<file path="src/rtl/wash_seq_pkg.sv">
// Shared encodings for the multi-machine wash sequencer.
// State codes and setting-field selectors.
package wash_seq_pkg;

    localparam int ST_W = 3;

    typedef enum logic [ST_W-1:0] {
        ST_IDLE  = 3'd0,
        ST_WASH  = 3'd1,
        ST_RINSE = 3'd2,
        ST_SPIN  = 3'd3,
        ST_DONE  = 3'd4
    } wash_state_e;

    localparam logic [1:0] FLD_WASH  = 2'd0;
    localparam logic [1:0] FLD_RINSE = 2'd1;
    localparam logic [1:0] FLD_SPIN  = 2'd2;
    localparam logic [1:0] FLD_CLOTH = 2'd3;

endpackage

</file>
<file path="src/rtl/wash_channel.sv">
// One machine: settings, phase FSM and remaining-time counter.
// Commands arrive already decoded and priority-resolved.
module wash_channel
    import wash_seq_pkg::*;
#(
    parameter int VAL_W     = 5,
    parameter int MAX_CLOTH = 8
) (
    input  logic             clk,
    input  logic             rst_n,
    input  logic             tick,
    input  logic             wr,
    input  logic [1:0]       wr_field,
    input  logic [VAL_W-1:0] wr_data,
    input  logic             start,
    input  logic             abort,
    output logic [ST_W-1:0]  state,
    output logic [VAL_W-1:0] remaining,
    output logic             done,
    output logic             reject
);

    wash_state_e      state_q, state_d;
    logic [VAL_W-1:0] rem_q, rem_d;
    logic [VAL_W-1:0] wash_q, wash_d;
    logic [VAL_W-1:0] rinse_q, rinse_d;
    logic [VAL_W-1:0] spin_q, spin_d;
    logic [VAL_W-1:0] cloth_q, cloth_d;
    logic             done_q, done_d;
    logic             idle;
    logic             cloth_ok;
    logic             phase_end;

    // Phase progression first; accepted commands then override it.
    always_comb begin
        state_d   = state_q;
        rem_d     = rem_q;
        wash_d    = wash_q;
        rinse_d   = rinse_q;
        spin_d    = spin_q;
        cloth_d   = cloth_q;
        done_d    = 1'b0;
        reject    = 1'b0;
        idle      = (state_q == ST_IDLE);
        cloth_ok  = (cloth_q != '0) &&
                    (cloth_q <= VAL_W'(MAX_CLOTH));
        phase_end = (rem_q == '0) ||
                    ((rem_q == VAL_W'(1)) && tick);

        unique case (state_q)
            ST_WASH: begin
                if (phase_end) begin
                    state_d = ST_RINSE;
                    rem_d   = rinse_q;
                end else if (tick) begin
                    rem_d = rem_q - VAL_W'(1);
                end
            end
            ST_RINSE: begin
                if (phase_end) begin
                    state_d = ST_SPIN;
                    rem_d   = spin_q;
                end else if (tick) begin
                    rem_d = rem_q - VAL_W'(1);
                end
            end
            ST_SPIN: begin
                if (phase_end) begin
                    state_d = ST_DONE;
                    rem_d   = '0;
                    done_d  = 1'b1;
                end else if (tick) begin
                    rem_d = rem_q - VAL_W'(1);
                end
            end
            ST_DONE: begin
                state_d = ST_IDLE;
                rem_d   = '0;
            end
            default: begin
                state_d = ST_IDLE;
                rem_d   = '0;
            end
        endcase

        if (abort) begin
            if (!idle) begin
                state_d = ST_IDLE;
                rem_d   = '0;
                done_d  = 1'b0;
            end
        end else if (start) begin
            if (idle && cloth_ok) begin
                state_d = ST_WASH;
                rem_d   = wash_q;
            end else begin
                reject = 1'b1;
            end
        end else if (wr) begin
            if (idle) begin
                unique case (wr_field)
                    FLD_WASH:  wash_d  = wr_data;
                    FLD_RINSE: rinse_d = wr_data;
                    FLD_SPIN:  spin_d  = wr_data;
                    FLD_CLOTH: cloth_d = wr_data;
                endcase
            end else begin
                reject = 1'b1;
            end
        end
    end

    // State, counter and settings registers.
    always_ff @(posedge clk or negedge rst_n) begin
        if (!rst_n) begin
            state_q <= ST_IDLE;
            rem_q   <= '0;
            wash_q  <= '0;
            rinse_q <= '0;
            spin_q  <= '0;
            cloth_q <= '0;
            done_q  <= 1'b0;
        end else begin
            state_q <= state_d;
            rem_q   <= rem_d;
            wash_q  <= wash_d;
            rinse_q <= rinse_d;
            spin_q  <= spin_d;
            cloth_q <= cloth_d;
            done_q  <= done_d;
        end
    end

    assign state     = state_q;
    assign remaining = rem_q;
    assign done      = done_q;

endmodule

</file>
<file path="src/rtl/wash_seq_multi.sv">
// Multi-machine wash sequencer: prescaler, command decode,
// priority resolution and error pulse around NUM_MACH channels.
module wash_seq_multi
    import wash_seq_pkg::*;
#(
    parameter int NUM_MACH  = 2,
    parameter int VAL_W     = 5,
    parameter int PRESCALE  = 10,
    parameter int MAX_CLOTH = 8
) (
    input  logic                      clk,
    input  logic                      rst_n,
    input  logic [(NUM_MACH>1 ? $clog2(NUM_MACH) : 1)-1:0] sel,
    input  logic                      wr_en,
    input  logic [1:0]                wr_field,
    input  logic [VAL_W-1:0]          wr_data,
    input  logic                      start,
    input  logic                      abort,
    output logic [3*NUM_MACH-1:0]     state,
    output logic [VAL_W*NUM_MACH-1:0] remaining,
    output logic [NUM_MACH-1:0]       done,
    output logic                      err
);

    localparam int SEL_W = (NUM_MACH > 1) ? $clog2(NUM_MACH) : 1;
    localparam int PS_W  = (PRESCALE > 1) ? $clog2(PRESCALE) : 1;

    logic [PS_W-1:0]     cnt_q, cnt_d;
    logic                tick;
    logic [NUM_MACH-1:0] hit;
    logic [NUM_MACH-1:0] ch_wr;
    logic [NUM_MACH-1:0] ch_start;
    logic [NUM_MACH-1:0] ch_abort;
    logic [NUM_MACH-1:0] ch_reject;
    logic                drop_err;
    logic                err_q, err_d;

    // Free-running time-unit prescaler shared by all machines.
    always_comb begin
        tick  = (cnt_q == PS_W'(PRESCALE - 1));
        cnt_d = tick ? '0 : cnt_q + PS_W'(1);
    end

    // Address decode with abort > start > write priority.
    always_comb begin
        hit      = '0;
        ch_wr    = '0;
        ch_start = '0;
        ch_abort = '0;
        for (int i = 0; i < NUM_MACH; i++) begin
            hit[i]      = (sel == SEL_W'(i));
            ch_abort[i] = hit[i] & abort;
            ch_start[i] = hit[i] & start & ~abort;
            ch_wr[i]    = hit[i] & wr_en & ~abort & ~start;
        end
        drop_err = (abort & (start | wr_en)) |
                   (start & wr_en) |
                   (~(|hit) & (start | wr_en));
        err_d    = drop_err | (|ch_reject);
    end

    // Prescaler and error pulse registers.
    always_ff @(posedge clk or negedge rst_n) begin
        if (!rst_n) begin
            cnt_q <= '0;
            err_q <= 1'b0;
        end else begin
            cnt_q <= cnt_d;
            err_q <= err_d;
        end
    end

    assign err = err_q;

    for (genvar g = 0; g < NUM_MACH; g++) begin : g_ch
        wash_channel #(
            .VAL_W     (VAL_W),
            .MAX_CLOTH (MAX_CLOTH)
        ) u_ch (
            .clk       (clk),
            .rst_n     (rst_n),
            .tick      (tick),
            .wr        (ch_wr[g]),
            .wr_field  (wr_field),
            .wr_data   (wr_data),
            .start     (ch_start[g]),
            .abort     (ch_abort[g]),
            .state     (state[3*g +: 3]),
            .remaining (remaining[VAL_W*g +: VAL_W]),
            .done      (done[g]),
            .reject    (ch_reject[g])
        );
    end

endmodule

</file>
<file path="config.mk">
export PLATFORM = sky130hd
export DESIGN_NAME = wash_seq_multi
export DESIGN_NICKNAME = d
export VERILOG_FILES = /design/src/rtl/wash_seq_pkg.sv /design/src/rtl/wash_channel.sv /design/src/rtl/wash_seq_multi.sv
export SDC_FILE = /design/constraint.sdc
export NUM_CORES = 1
export LEC_CHECK = 0
export CAP_MARGIN = 5
export CORE_MARGIN = 1
export CORE_UTILIZATION = 55
export DETAILED_ROUTE_END_ITERATION = 8
export PLACE_DENSITY = 0.81
export SYNTH_ARGS = -nofsm -noshare
export SYNTH_HDL_FRONTEND = slang
export SYNTH_SLANG_ARGS = --single-unit
export TNS_END_PERCENT = 100
</file>
<file path="constraint.sdc">
create_clock -name clk -period 2.7 [get_ports clk]
set_input_delay 0.54 -clock clk [delete_from_list [all_inputs] [get_ports clk]]
set_output_delay 0.54 -clock clk [all_outputs]
set_load 0.02 [all_outputs]
</file>
==> flow_summary.yaml, run 1 <==
timing:
  setup_tns_ps: 0
  rsz0062_at_grt: "no"
  period_share_pct: 84.22
  tightest_slew_ps: 835.6
  maxSlewViolCount: 0
  setup_viol: 0
  max_clock_freq_mhz: 439.8
  slew_headroom_pct: 44.30
  fin_skew_ps: 8.874
  fin_crit_ps: 2274
  finalHoldViolations: 0
clocking:
  cts.clk_slew.worst_paths_ps: 60
  cts_buffer_depth: 2
  root_buffer: "clkbuf_8"
  hold_buffers: 0
  cts_sinks: 63
  post_cts_resized: 0
  ctsHtreeMaxLevel: 3
  clk-insertion-delay-late_ps: 350
  cts_tree: "done"
  cts_buffers: 9
  cts_setup_buffers: 0
logic_synthesis:
  yosys.cell_count.top_type: "dfrtp_1"
  netlist_instances: 287
  synth.largest_area_cell: "dfrtp_1"
  ys_seq_area_share_pct: 48.18
  synth_mux_area_share_pct: 15.95
  synth_warnings: 0
  syn_nets: 306
  synth_cell_types: 52
  synth_fa_ha_area_share_pct: 2.294
  synth_top_cell_area_share_pct: 48.18
  synth-xor-area-share_pct: 1.071
  synth-edff-count: 0
  synth.area.top_cells: "dfrtp_1 (48%), mux2_2 (14%), ha_1 (2.3%), mux2i_1 (1.8%), nand2_1 (1.8%)"
  syn_area_sq_um: 3272
  synth_top_family_by_area: "simple AND/OR/NAND/NOR gates"
  avgSynthCellArea_sq_um: 11.40
  ys_ff_latch: 63
  synth_compound_area_share_pct: 11.63
  ys.flop_type: "dfrtp_1"
  synthArstFlopShare_pct: 100.0
  synth_common_cells: "dfrtp_1 (63), mux2_2 (41), nand2_1 (16)"
  synthSimpleGateAreaFrac_pct: 17.78
critical_path:
  path_class: "input pin to register"
  critPathRequiredTime_ps: 2930
  arrival_ps: 2510
  rrSetupSlack_ps: 430
  worstRegToRegCells: 7
  crit_chain: "clkdlybuf4s50_1 -> or4b_4 -> nor4b_4 -> buf_4 -> nand3b_1 -> mux2_2"
  max_stage_delay_ps: 500
  cp_max_fo: 5
  critPathSlowestCell: "or4b_4"
  cp-end-kind: "register"
  cp-start-kind: "input pin"
detailed_routing:
  wl_um: 7336
  postRouteAntennaNets: 0
  vias: 2519
  wl_per_cell_um: 18.02
  drc: 0
  drt_first_pass_iters: 6
  drt-initial-drc-count: 152
  vias_per_cell: 6.189
global_route:
  track_usage_pct: 26.05
  grt_pass1_vias: 2496
  grt_max_degree: 64
  grt_pass1_wl_um: 12160
  antenna_found_initial: 0
  grt-ovfl-total: 0
floorplan:
  row_count: 27
  die_area_sq_um: 6262
  die_h_um: 79.13
  ios: 32
  core_sq_um: 5608
  die_x_um: 79.13
  initial_utilization_pct: 58.34
placed_design:
  portBuffers: 31
  gp_congestion: 0.8200
  dp_cells: 391
  dp_hpwl_um: 5091
  place_area_sq_um: 3725
power:
  power_mw: 3.766
  peakVddDrop_v: 0.0006588
  power.leakage_nw: 1.707
  powerDensity_nw_per_um2: 961.7
layout:
  diodes: 0
  register_area_sq_um: 1577
  design_area_sq_um: 3916
  utilization_pct: 69.83
  fin_cells: 407
  multi_input_area_sq_um: 1594
  nFillCells: 428
  drive_gt1_share_pct: 23.88
  fin_nets: 349
  synthToLayoutAreaGrowth_pct: 19.69
job:
  cap_viol_max_count: 0
worst_hold_path:
  hold_class: "input pin to asynchronous set/reset pin"
run_status:
  status: "complete, no violations"
==> routing by layer <==
metal	GRT usage (%)	routed length, um	vias to the layer above
li1	-	-	1168
met1	34.49	3404	1273
met2	40.52	3542	65
met3	6.437	251	13
met4	11.45	137	0
met5	0	0	-
==> worst max-delay path, delay by kind of cell <==
kind                   cells  cell delay (ps)
multiplexers               1              340
buffers and inverters      2              650
AND/OR/NAND/NOR            3              980
==> sequential cells by signal (all words and copies together) (netlist names) <==
| register | flops |
|---|---|
| g_ch.u_ch.remaining | 10 |
| g_ch.u_ch.spin_q | 10 |
| err | 1 |
| g_ch.u_ch.done | 2 |
| cnt_q | 4 |
| g_ch.u_ch.state | 6 |
| g_ch.u_ch.rinse_q | 10 |
| g_ch.u_ch.cloth_q | 10 |
| g_ch.u_ch.wash_q | 10 |
==> cells by family after synthesis <==
kind of cell / after synthesis
fa+ha+maj: 6
compound gates: 54
buf+inv: 24
mux: 47
xor+xnor: 4
simple gates: 89
flops: 63
==> path summary, 6_finish.rpt <==
| path | end | from |
|---|---|---|
| min | g_ch[1].u_ch.cloth_q[1]$_DFFE_PN0P_ | rst_n |
| min reg2reg | g_ch[0].u_ch.remaining[4]$_DFF_PN0_ | g_ch[0].u_ch.wash_q[4]$_DFFE_PN0P_ |
| max in group asynchronous | g_ch[1].u_ch.remaining[0]$_DFF_PN0_ | rst_n |
| max | g_ch[1].u_ch.spin_q[0]$_DFFE_PN0P_ | sel |
| max reg2reg | g_ch[0].u_ch.remaining[1]$_DFF_PN0_ | g_ch[0].u_ch.remaining[0]$_DFF_PN0_ |
| min in group clk | g_ch[0].u_ch.remaining[4]$_DFF_PN0_ | g_ch[0].u_ch.wash_q[4]$_DFFE_PN0P_ |
==> report_power, final <==
group / switching (mW) / total (mW) / internal [mW]
Combinational: 0.768 / 1.51 / 0.745
Clock: 0.366 / 0.817 / 0.451
Sequential: 0.232 / 1.44 / 1.20
Total: 1.37 / 3.77 / 2.40
==> stage by stage <==
step / worst slack (ps) / hold WS, ps
after detailed placement: 66.90 / 489.7
after global placement: 137.1 / 472.2
after global routing: 200.1 / 215.5
after CTS: 427.7 / 207.4
after floorplan: 468.3 / 244.4
final: 426.1 / 190.8
==> cell type report <==
class	count	share of cell area [%]
clock inverters	3	1.086
flip-flops and latches	63	40.26
multi-input cells	200	40.70
well taps	72	2.300
inverters	11	1.054
repair buffers	45	10.80
clock buffers	13	3.802
==> cells in the final DEF, fill, tap and decap left out, types with 5 or more instances in the layout <==
master | netlist | routed
a21oi_1 | 6 | 6
a22oi_1 | 5 | 5
buf_4 | 2 | 13
clkbuf_8 | 0 | 10
clkdlybuf4s50_1 | 0 | 30
dfrtp_1 | 63 | 63
ha_1 | 6 | 6
inv_1 | 11 | 11
mux2_2 | 41 | 41
mux2i_1 | 6 | 6
nand2_1 | 16 | 16
nand3b_1 | 7 | 7
nor2_1 | 10 | 10
nor2b_1 | 6 | 6
nor3_1 | 11 | 11
o21ai_0 | 11 | 11
Power figures use the tool's default switching activity.
==> inputs of run 2 (changes only) <==
--- a/config.mk
+++ b/config.mk
@@ -7,9 +7,9 @@
 export LEC_CHECK = 0
 export CAP_MARGIN = 5
 export CORE_MARGIN = 1
-export CORE_UTILIZATION = 55
+export CORE_UTILIZATION = 51
 export DETAILED_ROUTE_END_ITERATION = 8
-export PLACE_DENSITY = 0.81
+export PLACE_DENSITY = 0.79
 export SYNTH_ARGS = -nofsm -noshare
 export SYNTH_HDL_FRONTEND = slang
 export SYNTH_SLANG_ARGS = --single-unit
==> constraint.sdc (replaced) <==
create_clock -name clk -period 1.9 [get_ports clk]
set_input_delay 0.38 -clock clk [delete_from_list [all_inputs] [get_ports clk]]
set_output_delay 0.38 -clock clk [all_outputs]
set_load 0.02 [all_outputs]
==> flow_summary.yaml, run 2 (same netlist as run 1, synthesis figures left out) <==
global_route:
  grt_pass1_vias: 2719
  antenna_found_initial: 0
  grt_max_degree: 64
  grt-ovfl-total: 0
  grt_pass1_wl_um: 13010
  track_usage_pct: 26.49
placed_design:
  portBuffers: 31
  gp_congestion: 0.7837
  place_area_sq_um: 4011
  dp_hpwl_um: 5362
floorplan:
  die_h_um: 82.10
  die_area_sq_um: 6740
  die_x_um: 82.10
  row_count: 28
  ios: 32
  initial_utilization_pct: 53.98
  core_sq_um: 6061
layout:
  diodes: 0
  fin_nets: 389
  drive_gt1_share_pct: 39.47
  layout_commonest_cell: "dfrtp_1"
  design_area_sq_um: 4464
  layout.cells.most_common_list: "dfrtp_1 (56), buf_4 (50), mux2_2 (34)"
  synthToLayoutAreaGrowth_pct: 36.44
timing:
  max_clock_freq_mhz: 475.9
  period_share_pct: 110.6
  timing.final.ws_setup_ps: -201.1
  setup_tns_ps: -3128
  fin_skew_ps: 8.854
  setup_viol: 28
  rsz0062_at_grt: "yes"
  maxSlewViolCount: 0
  slew_headroom_pct: 64.08
  fin_crit_ps: 2101
  tightest_slew_ps: 531.1
  finalHoldViolations: 0
detailed_routing:
  top_layer_used: "met4"
  drt_first_pass_iters: 4
  wl_met2_um: 4103
  vias: 2621
  drt-met1-wl_um: 3520
  wl_per_cell_um: 17.70
  routed-wl-met3_um: 229
  drt-initial-drc-count: 162
  postRouteAntennaNets: 0
  wl_um: 7963
  vias_per_cell: 5.824
  drc: 0
critical_path:
  arrival_ps: 2320
  critPathRequiredTime_ps: 2120
  worstRegToRegCells: 5
  cp-end-kind: "register"
  cp_max_fo: 5
  path_class: "register to register"
  cp-start-kind: "register"
worst_hold_path:
  hold_class: "input pin to asynchronous set/reset pin"
power:
  pwr-share-seq_pct: 32.4
  internal_power_mw: 4.121
  p_sw_mw: 2.172
  p_sw_share_pct: 34.51
  powerDensity_nw_per_um2: 1410
  peakVddDrop_v: 0.0009434
  power.leakage_nw: 2.133
  p_clk_share_pct: 21.0
  comb_power_share_pct: 46.6
clocking:
  cts_sinks: 63
  ctsHtreeMaxLevel: 3
  root_buffer: "clkbuf_8"
  cts_buffers: 9
  cts_buffer_depth: 2
  cts_tree: "done"
  clk-insertion-delay-late_ps: 340
  cts.clk_slew.worst_paths_ps: 70
job:
  cap_viol_max_count: 0
run_status:
  failed_checks: "setup timing"
  status: "finished, violations left"
run 2: power by group through the flow:
| stage | Combinational, mW | Sequential [mW] | Clock (mW) |
|---|---|---|---|
| after detailed placement | 2.54 | 2.02 | 0 |
| after global routing | 3.19 | 2.08 | 1.41 |
| after floorplan | 1.61 | 2.08 | 0 |
| final | 2.93 | 2.04 | 1.32 |
| after global placement | 2.45 | 2.00 | 0 |
| after CTS | 2.62 | 2.01 | 1.34 |
run 2: what timing repair did:
action	in CTS	in global routing
resized for setup	16	31
hold buffers	0	0
buffers inserted	1	9
pin swaps	4	9
endpoints found under the setup margin	33	38
run 2: metal layers:
metal,global-route usage [%],vias up
li1,-,1244
met1,33.64,1315
met2,44.63,52
met3,4.835,10
met4,10.70,0
met5,0,-
run 2: area by class of cell:
type | instances | area [sq um]
multi-input combinational | 200 | 1773
fill | 404 | 1597
sequential | 63 | 1585
timing repair buffer | 85 | 747.0
clock buffer | 13 | 158.9
tap | 75 | 93.84
clock inverter | 3 | 65.06
inverter | 11 | 41.29
run 2: stage by stage:
| step | hold slack (ps) | instances | power [mW] | utilization [%] | worst slack [ps] |
|---|---|---|---|---|---|
| finish | 34.19 | 450 | 6.293 | 73.66 | -201.1 |
| global route | 53.64 | 450 | 6.680 | 73.66 | -273.1 |
| CTS | 45.47 | 441 | 5.968 | 70.66 | -188.7 |
| detailed placement | 413.9 | 424 | 4.562 | 66.19 | -564.9 |
| global placement | 410.8 | 424 | 4.449 | 66.19 | -504.1 |
| floorplan | 84.41 | 287 | 3.687 | - | -247.2 |
run 2: worst paths after layout:
path	startpoint	end	slack, ps
max	g_ch[1].u_ch.state[0]$_DFF_PN0_	g_ch[1].u_ch.rinse_q[0]$_DFFE_PN0P_	-200
min	rst_n	g_ch[1].u_ch.cloth_q[4]$_DFFE_PN0P_	30
min in group clk	g_ch[1].u_ch.wash_q[0]$_DFFE_PN0P_	g_ch[1].u_ch.remaining[0]$_DFF_PN0_	500
max reg2reg	g_ch[1].u_ch.state[0]$_DFF_PN0_	g_ch[1].u_ch.rinse_q[0]$_DFFE_PN0P_	-200
max in group asynchronous	rst_n	g_ch[1].u_ch.remaining[2]$_DFF_PN0_	1580
min reg2reg	g_ch[1].u_ch.wash_q[0]$_DFFE_PN0P_	g_ch[1].u_ch.remaining[0]$_DFF_PN0_	500
run 2: critical path, stage by stage (launching register included):
cell and delay (ps):
dfrtp_2 430, or4b_4 560, nor4b_4 250, buf_4 170
nand3b_1 210, mux2_4 370
